## config.mk

```make
export PLATFORM = sky130hd
export DESIGN_NAME = mmu_translate
export DESIGN_NICKNAME = d
export VERILOG_FILES = /design/src/rtl/mmu_translate.sv
export SDC_FILE = /design/constraint.sdc
export NUM_CORES = 1
export LEC_CHECK = 0
export ABC_CLOCK_PERIOD_IN_PS = 3740
export BUFFER_PORTS_ARGS = -buffer_cell sky130_fd_sc_hd__buf_4
export CAP_MARGIN = 25
export CORE_ASPECT_RATIO = 1.1
export CORE_MARGIN = 5
export CORE_UTILIZATION = 45
export DETAILED_ROUTE_END_ITERATION = 10
export HOLD_SLACK_MARGIN = 0.12
export PLACE_DENSITY_LB_ADDON = 0.15
export SETUP_SLACK_MARGIN = 0.02
export SLEW_MARGIN = 20
export SYNTH_ARGS = -nofsm -noshare
export SYNTH_HDL_FRONTEND = slang
export SYNTH_SLANG_ARGS = --single-unit
```

## constraint.sdc

```tcl
create_clock -name clk -period 3.74 [get_ports clk]
set_input_delay 0 -clock clk [delete_from_list [all_inputs] [get_ports clk]]
set_output_delay 0 -clock clk [all_outputs]
set_load 0.005 [all_outputs]
```

## src/rtl/mmu_translate.sv

```systemverilog
// mmu_translate: virtual-to-physical translation FSM with exception classification.
// Optional single-entry micro-TLB enabled by defining MMU_MICRO_TLB_EN.
module mmu_translate #(
  parameter int ENTRY_ADDR_WIDTH = 3
) (
  input  logic        clk,
  input  logic        res,
  input  logic        req,
  input  logic        isWrite,
  input  logic        userMode,
  input  logic [31:0] vAddr,
  input  logic [7:0]  asid,
  output logic        ready,
  output logic        valid,
  output logic        exc,
  output logic [31:0] pAddr,
  output logic [31:0] badVAddr,
  output logic [4:0]  excCode,
  output logic [31:0] tlbVAddr,
  input  logic [31:0] tlbPAddr,
  input  logic        tlbFound,
  input  logic        tlbD,
  input  logic        tlbV,
  input  logic        tlbFlush
);
  localparam int unused_entry_w = ENTRY_ADDR_WIDTH;
  typedef enum logic [1:0] {IDLE, LOOKUP, RESP} state_t;
  state_t state, nxt;
  logic [31:0] va_q, t_pa, hit_pa;
  logic        wr_q, accept, hit, addr_err, unmapped, t_exc;
  logic [4:0]  t_code;

  assign ready    = state == IDLE;
  assign accept   = req & ready;
  assign tlbVAddr = va_q;

  // Address error outranks everything; TLB checks only apply to mapped segments.
  always_comb begin
    addr_err = userMode & va_q[31];
    unmapped = va_q[31:30] == 2'b10;
    t_code   = addr_err ? (wr_q ? 5'd5 : 5'd4) :
               unmapped ? 5'd0 :
               (!tlbFound || !tlbV) ? (wr_q ? 5'd3 : 5'd2) :
               (wr_q && !tlbD) ? 5'd1 : 5'd0;
    t_exc    = t_code != 5'd0;
    t_pa     = t_exc ? 32'd0 : unmapped ? {3'b000, va_q[28:0]} : tlbPAddr;
  end

  always_comb begin
    nxt = state == IDLE   ? (accept ? (hit ? RESP : LOOKUP) : IDLE) :
          state == LOOKUP ? RESP : IDLE;
  end

  always_ff @(posedge clk or posedge res) begin
    if (res) state <= IDLE;
    else     state <= nxt;
  end

  always_ff @(posedge clk or posedge res) begin
    if (res) begin
      valid    <= 1'b0;
      exc      <= 1'b0;
      excCode  <= 5'd0;
      pAddr    <= 32'd0;
      badVAddr <= 32'd0;
      va_q     <= 32'd0;
      wr_q     <= 1'b0;
    end else begin
      valid <= nxt == RESP;
      if (accept) begin
        va_q <= vAddr;
        wr_q <= isWrite;
      end
      if (state == LOOKUP) begin
        pAddr   <= t_pa;
        exc     <= t_exc;
        excCode <= t_code;
        if (t_exc) badVAddr <= va_q;
      end else if (accept && hit) begin
        pAddr   <= hit_pa;
        exc     <= 1'b0;
        excCode <= 5'd0;
      end
    end
  end

`ifdef MMU_MICRO_TLB_EN
  logic [27:0] u_tag;
  logic [19:0] u_pfn;
  logic [7:0]  asid_q;
  logic        u_d, u_v, inval;

  // Any flush or ASID switch invalidates the entry and also blocks a same-cycle hit.
  assign inval  = tlbFlush | (asid != asid_q);
  assign hit    = u_v & !inval & (u_tag == {vAddr[31:12], asid}) & (!isWrite | u_d) &
                  !(userMode & vAddr[31]);
  assign hit_pa = {u_pfn, vAddr[11:0]};

  always_ff @(posedge clk or posedge res) begin
    if (res) begin
      u_v    <= 1'b0;
      u_d    <= 1'b0;
      u_tag  <= 28'd0;
      u_pfn  <= 20'd0;
      asid_q <= 8'd0;
    end else begin
      asid_q <= asid;
      if (inval) u_v <= 1'b0;
      else if (state == LOOKUP && !unmapped && !t_exc) begin
        u_v   <= 1'b1;
        u_tag <= {va_q[31:12], asid};
        u_pfn <= tlbPAddr[31:12];
        u_d   <= tlbD;
      end
    end
  end
`else
  logic unused_utlb;
  assign unused_utlb = ^{tlbFlush, asid};
  assign hit         = 1'b0;
  assign hit_pa      = 32'd0;
`endif
endmodule

```

* Word level (Yosys, flattened, before mapping) *
Index checks and enable logic that the tools add are counted.

operators by class
  eq/ne operators = 3
  bitwise logic cells = 2
  reduce and logical (&&, ||, !) cells = 8
  multiplexer cells = 11

operators by type and width
  cell                                                  count
  2-to-1 mux 32 bit                                     2
  2-to-1 mux 2 bit                                      4
  nonzero test 5 bit                                    1
  equality test 2 bit (second input constant)           2
  2-to-1 mux 1 bit                                      4
  logical NOT 1 bit                                     3
  2-to-1 mux 3 bit                                      1
  bitwise AND 1 bit                                     2
  equality test 2 x 1 -> 1 bit (second input constant)  1
  logical NOT 2 bit                                     1
  AND reduction 2 bit                                   1
  logical AND 1 bit                                     1
  logical OR 1 bit                                      1

storage, ports and cells
  flip-flop bits (word level) = 106

* Longest topological paths before layout *
  depth after elaboration = 8
  gate-level depth with buffers = 6
  mapped depth without buffers = 4

* Worst setup path after synthesis *
Ideal clock, no wire load.

  path type = register -> register
  start point = register va_q[31] (netlist: tlbVAddr[31])
  end point = register badVAddr[10]
  required time = 3613 ps
  path slack = 2216 ps
  library setup time = 127 ps
  data arrival time = 1396 ps
  clock period less this slack = 1524 ps
  cell stages (with the launch flop) = 7
  cells stage by stage = dfrtp_1 -> nand2b_1 -> buf_2 -> o21ai_4 -> a21oi_4 -> buf_6 -> mux2_1

between the ends
  longest elaborated chain between the ends = 5
  elaborated cells on any way between the ends = 6
  classes of those cells = eq/ne: 1; mux: 2; bitwise: 1; reduce/logical: 2

RTL lines
  element                          RTL line  RTL
  from (decl)                      29        logic [31:0] va_q, t_pa, hit_pa;
  from (signal assigned)           71        va_q <= vAddr;
  equality test 2 bit              40        unmapped = va_q[31:30] == 2'b10;
  2-to-1 mux 2 bit                 42        unmapped ? 5'd0 :
  2-to-1 mux 3 bit *               41        t_code = addr_err ? (wr_q ? 5'd5 : 5'd4) :
  nonzero test 5 bit *             45        t_exc = t_code != 5'd0;
  AND reduction 2 bit (no line) *  n/a
  to (signal assigned)             78        if (t_exc) badVAddr <= va_q;
  to (decl)                        17        output logic [31:0] badVAddr,

Mark *: on every way between the ends. The rest lies on a longest branch, timed or not.
A chain may end at the register's enable or synchronous reset.

* Worst setup path after layout *
  start point = register wr_q
  end point = register badVAddr[29]

between the ends
  longest elaborated chain between the ends = 7
  elaborated cells on any way between the ends = 9
  classes of those cells = mux: 6; reduce/logical: 3

RTL lines
  element                          RTL line  RTL
  from (decl)                      30        logic wr_q, accept, hit, addr_err, unmapped, t_exc;
  from (signal assigned)           72        wr_q <= isWrite;
  logical AND 1 bit                44        (wr_q && !tlbD) ? 5'd1 : 5'd0;
  2-to-1 mux 1 bit                 44
  2-to-1 mux 2 bit                 43        (!tlbFound || !tlbV) ? (wr_q ? 5'd3 : 5'd2) :
  2-to-1 mux 2 bit                 42
  2-to-1 mux 3 bit *               41
  nonzero test 5 bit *             45
  AND reduction 2 bit (no line) *  n/a

Marked as above.

==> out/qor_table.md <==
| Step | Parameter | This run |
|---|---|---|
| critical path | CP Max Fanout | 20 |
| timing | RSZ-0062 raised after global routing | false |
| floorplanning | I/O pin cnt | 185 |
| logic synthesis | Post-synthesis compound-gate area fraction | 7.84% |
| critical path | R2r worst-path depth | 5 |
| logic synthesis | Mean instance size in the synthesized netlist | 13.4 sq um |
| critical path | Critical path startpoint category | flop |
| logic synthesis | Fraction of post-synthesis cell area in the top cell type by area | 60.5% |
| routing | Post-route DRC | 0 |
| logic synthesis | Post-Synth XOR/XNOR Area | 0% |
| critical path | WS Path Type | flop to flop |
| layout | Share of cells above drive strength 1 | 41.8% |
| layout | Synth-to-layout area growth | 53.4% |
| timing | Clock skew after layout | 0.0172 ns |
| critical path | Cell breakdown of the critical path | nor2b_1 > o21ai_4 > a21oi_4 > buf_4 > mux2_2 |
| logic synthesis | FF+latch count, synth | 103 |
| timing | Highest achievable clock rate | 450 MHz |
| routing | First-pass DRT Iterations | 4 |
| floorplanning | Area inside the core boundary | 9310 sq um |
| logic synthesis | Most used flip-flop cell after synthesis | sky130_fd_sc_hd__dfrtp_1 |
| logic synthesis | Number of warnings reported in the yosys synthesis log | 0 |
| layout | Final nets | 636 |
| timing | Final-report max-slew violation count | 0 |
| logic synthesis | Combinational family with the most area after synthesis | multiplexers |
| floorplanning | Die outline area | 11500 sq um |
| layout | Number of inserted filler cells in the final layout | 666 |
| routing | Vias/cell | 4.96 |
| worst hold path | Classification of the worst-slack hold path | input port to async pin |
| layout | Multi-input gate area | 1550 sq um |
| cts | Clock Tree Buf Depth | 2 |
| timing | Final setup violation count | 0 |
| timing | Post-route fraction of the period consumed by the critical path | 59.5% |
| timing | Time the worst path needs with I/O delays and setup | 2.22 ns |
| run | Number of max-cap violations | 0 |
| cts | Number of buffers inserted to repair setup after CTS | 0 |
| cts | Source-to-sink clock delay at the later pin of the worst-skew pair | 0.36 ns |
| floorplanning | Die X-Extent | 103 microns |
| critical path | Worst R2R Start | wr_q |
| cts | TritonCTS Sinks | 103 |
| routing | Initial DRC count | 132 |
| logic synthesis | Sequential area share after synthesis | 60.5% |
| layout | Combined flip-flop and latch cell area | 2580 sq um |
| grt | Remaining Overflow, GRT | 0 |
| place | Detail Placement HPWL | 7590 microns |
| logic synthesis | Most frequent cells after synthesis | sky130_fd_sc_hd__dfrtp_1, sky130_fd_sc_hd__nand2_1, sky130_fd_sc_hd__mux2_2 |
| routing | Number of vias after detailed routing | 3358 |
| timing | Final Hold Viols | 0 |
| floorplanning | Chip Height | 112 microns |
| layout | Design area | 6540 sq um |
| logic synthesis | Adder-cell area share of the yosys netlist | 0% |
| critical path | Critical Path End Type | flop |
| critical path | Register-to-register path setup slack | 1.52 ns |
| critical path | Critical Path RT | 3.98 ns |
| logic synthesis | FFs w/ async S/R, synth | 100% |
| grt | Pin count of the biggest net entering global routing | 78 |
| timing | Actual transition at the worst max-transition pin | 0.962 ns |
| grt | Wire length of the first global-routing pass | 18600 microns |
| cts | CTS resizes | 0 |
| timing | Post-Route Setup TNS | 0 ns |
| cts | Total number of H-tree levels | 3 |
| critical path | Worst path max stage delay | 0.66 ns |
| timing | Worst relative slew slack | 35.9% |
| floorplanning | Num rows | 37 |
| place | Number of input and output port buffers inserted | 173 |
| logic synthesis | Largest cells by area after synthesis | sky130_fd_sc_hd__dfrtp_1, sky130_fd_sc_hd__mux2_2, sky130_fd_sc_hd__mux2_1 |
| place | Gp weighted congestion | 0.704 |
| outcome | Run status | completed |
| power and ir drop | P_leak | 3.19 nW |
| floorplanning | Initial standard-cell utilization of the core | 45.8% |
| cts | Root Driver | sky130_fd_sc_hd__clkbuf_8 |
| logic synthesis | Cell with the most instances after synthesis | sky130_fd_sc_hd__dfrtp_1 |
| routing | Remaining antenna violation count after routing | 0 |
| critical path | Endpoint arrival time on the critical path | 2.46 ns |
| place | Placement-stage cell area | 5620 sq um |
| cts | CTS tree | yes |
| cts | Count of hold-fix buffers inserted at cts | 71 |
| power and ir drop | Worst vdd rail ir drop | 0.323 mV |
| grt | Number of antenna violations at the first check in global routing | 0 |
| critical path | CP max stage cell | sky130_fd_sc_hd__a21oi_4 |
| logic synthesis | Post-Syn Area | 4260 sq um |
| power and ir drop | PwrDens | 601 nW/um^2 |
| layout | Number of inserted diodes | 0 |
| grt | GRT Overall Usage | 20.8% |
| routing | Total wire length | 11800 microns |
| logic synthesis | Portion of netlist area occupied by mux cells | 23.5% |
| cts | Cts bufs inserted | 9 |
| logic synthesis | Leading area contributor after synthesis | sky130_fd_sc_hd__dfrtp_1 |
| logic synthesis | EDFF count, synth | 0 |
| logic synthesis | Post-Syn Instances | 317 |
| routing | Average wire length per cell after detail routing | 17.4 microns |
| cts | Clock transition time at the flip-flop clock pins of the worst setup and hold paths | 0.10 ns |
| logic synthesis | Simple-Gate Fraction of Synth Area | 4.64% |
| grt | Via count of the first global-routing pass | 3577 |
| logic synthesis | Number of library cell types mapped by synthesis | 26 |
| critical path | Critical register-to-register path endpoint | badVAddr[29] |
## stage by stage
step                cells  utilization [%]  hold WS, ns  total power, mW  worst slack (ns)
global placement      589             60.4        0.207             3.18              1.52
global route          677             70.3        0.136             4.18              1.41
CTS                   676             70.0        0.155             3.95              1.49
finish                677             70.3        0.135             3.93              1.52
detailed placement    589             60.4        0.221             3.24              1.50
floorplan             318                -        0.117             2.37              1.04
## worst max-delay path: cells and delay by family (launching register included)
family          cells  cell delay [ns]
flops               1             0.37
simple gates        1             0.25
mux                 1             0.36
compound gates      2             0.76
buf+inv             1             0.36
## kinds of logic (layout without fill, tap and decap cells)
group | count (synthesis) | after routing
buf+inv | 27 | 269
simple gates | 49 | 49
other cells | 1 | 2
compound gates | 45 | 45
flops | 103 | 103
mux | 92 | 92
## where the power goes
part           internal [mW]  leakage (nW)  switching (mW)
clock                  0.267        0.0907           0.391
sequential              1.51          1.27           0.263
combinational          0.895          1.83           0.601
total                   2.67          3.19            1.25
## worst max path at each step
stage,end,start,slack [ns]
after global routing,badVAddr[29],wr_q,1.41
after CTS,badVAddr[29],wr_q,1.49
after detailed placement,badVAddr[30],wr_q,1.50
final,badVAddr[29],wr_q,1.52
after floorplan,badVAddr[0],res,1.04
after global placement,badVAddr[29],wr_q,1.52
## sequential cells by signal, indices dropped and copies added (netlist names)
name      cells
pAddr        32
state         2
excCode       3
wr_q          1
badVAddr     32
tlbVAddr     32
exc           1
## cells in the final DEF, fill, tap and decap left out, drive strengths merged, types with 2 or more instances in the layout
cell type / instances
mux2i: 29
dlygate4sd3: 71
nand2b: 3
nand2: 42
o21ai: 9
dfrtp: 103
o31ai: 29
buf: 179
conb: 2
inv: 6
mux2: 63
a21oi: 3
clkbuf: 11
## cell type report
| class | count | share of cell area, % |
|---|---|---|
| Timing Repair Buffer | 250 | 31.7 |
| Clock buffer | 11 | 2.16 |
| Tap cell | 117 | 2.24 |
| Sequential cell | 103 | 39.4 |
| Multi-Input combinational cell | 188 | 23.6 |
| Inverter | 3 | 0.211 |
| Clock inverter | 5 | 0.593 |
## layer usage
metal	wire [microns]	GRT usage, %	up-vias
met5	0	0	-
met4	148	6.48	0
met3	959	5.47	13
met2	6060	36.3	120
met1	4610	24.7	1635
li1	-	-	1590
Note: power is estimated with default switching activity, not from simulation.
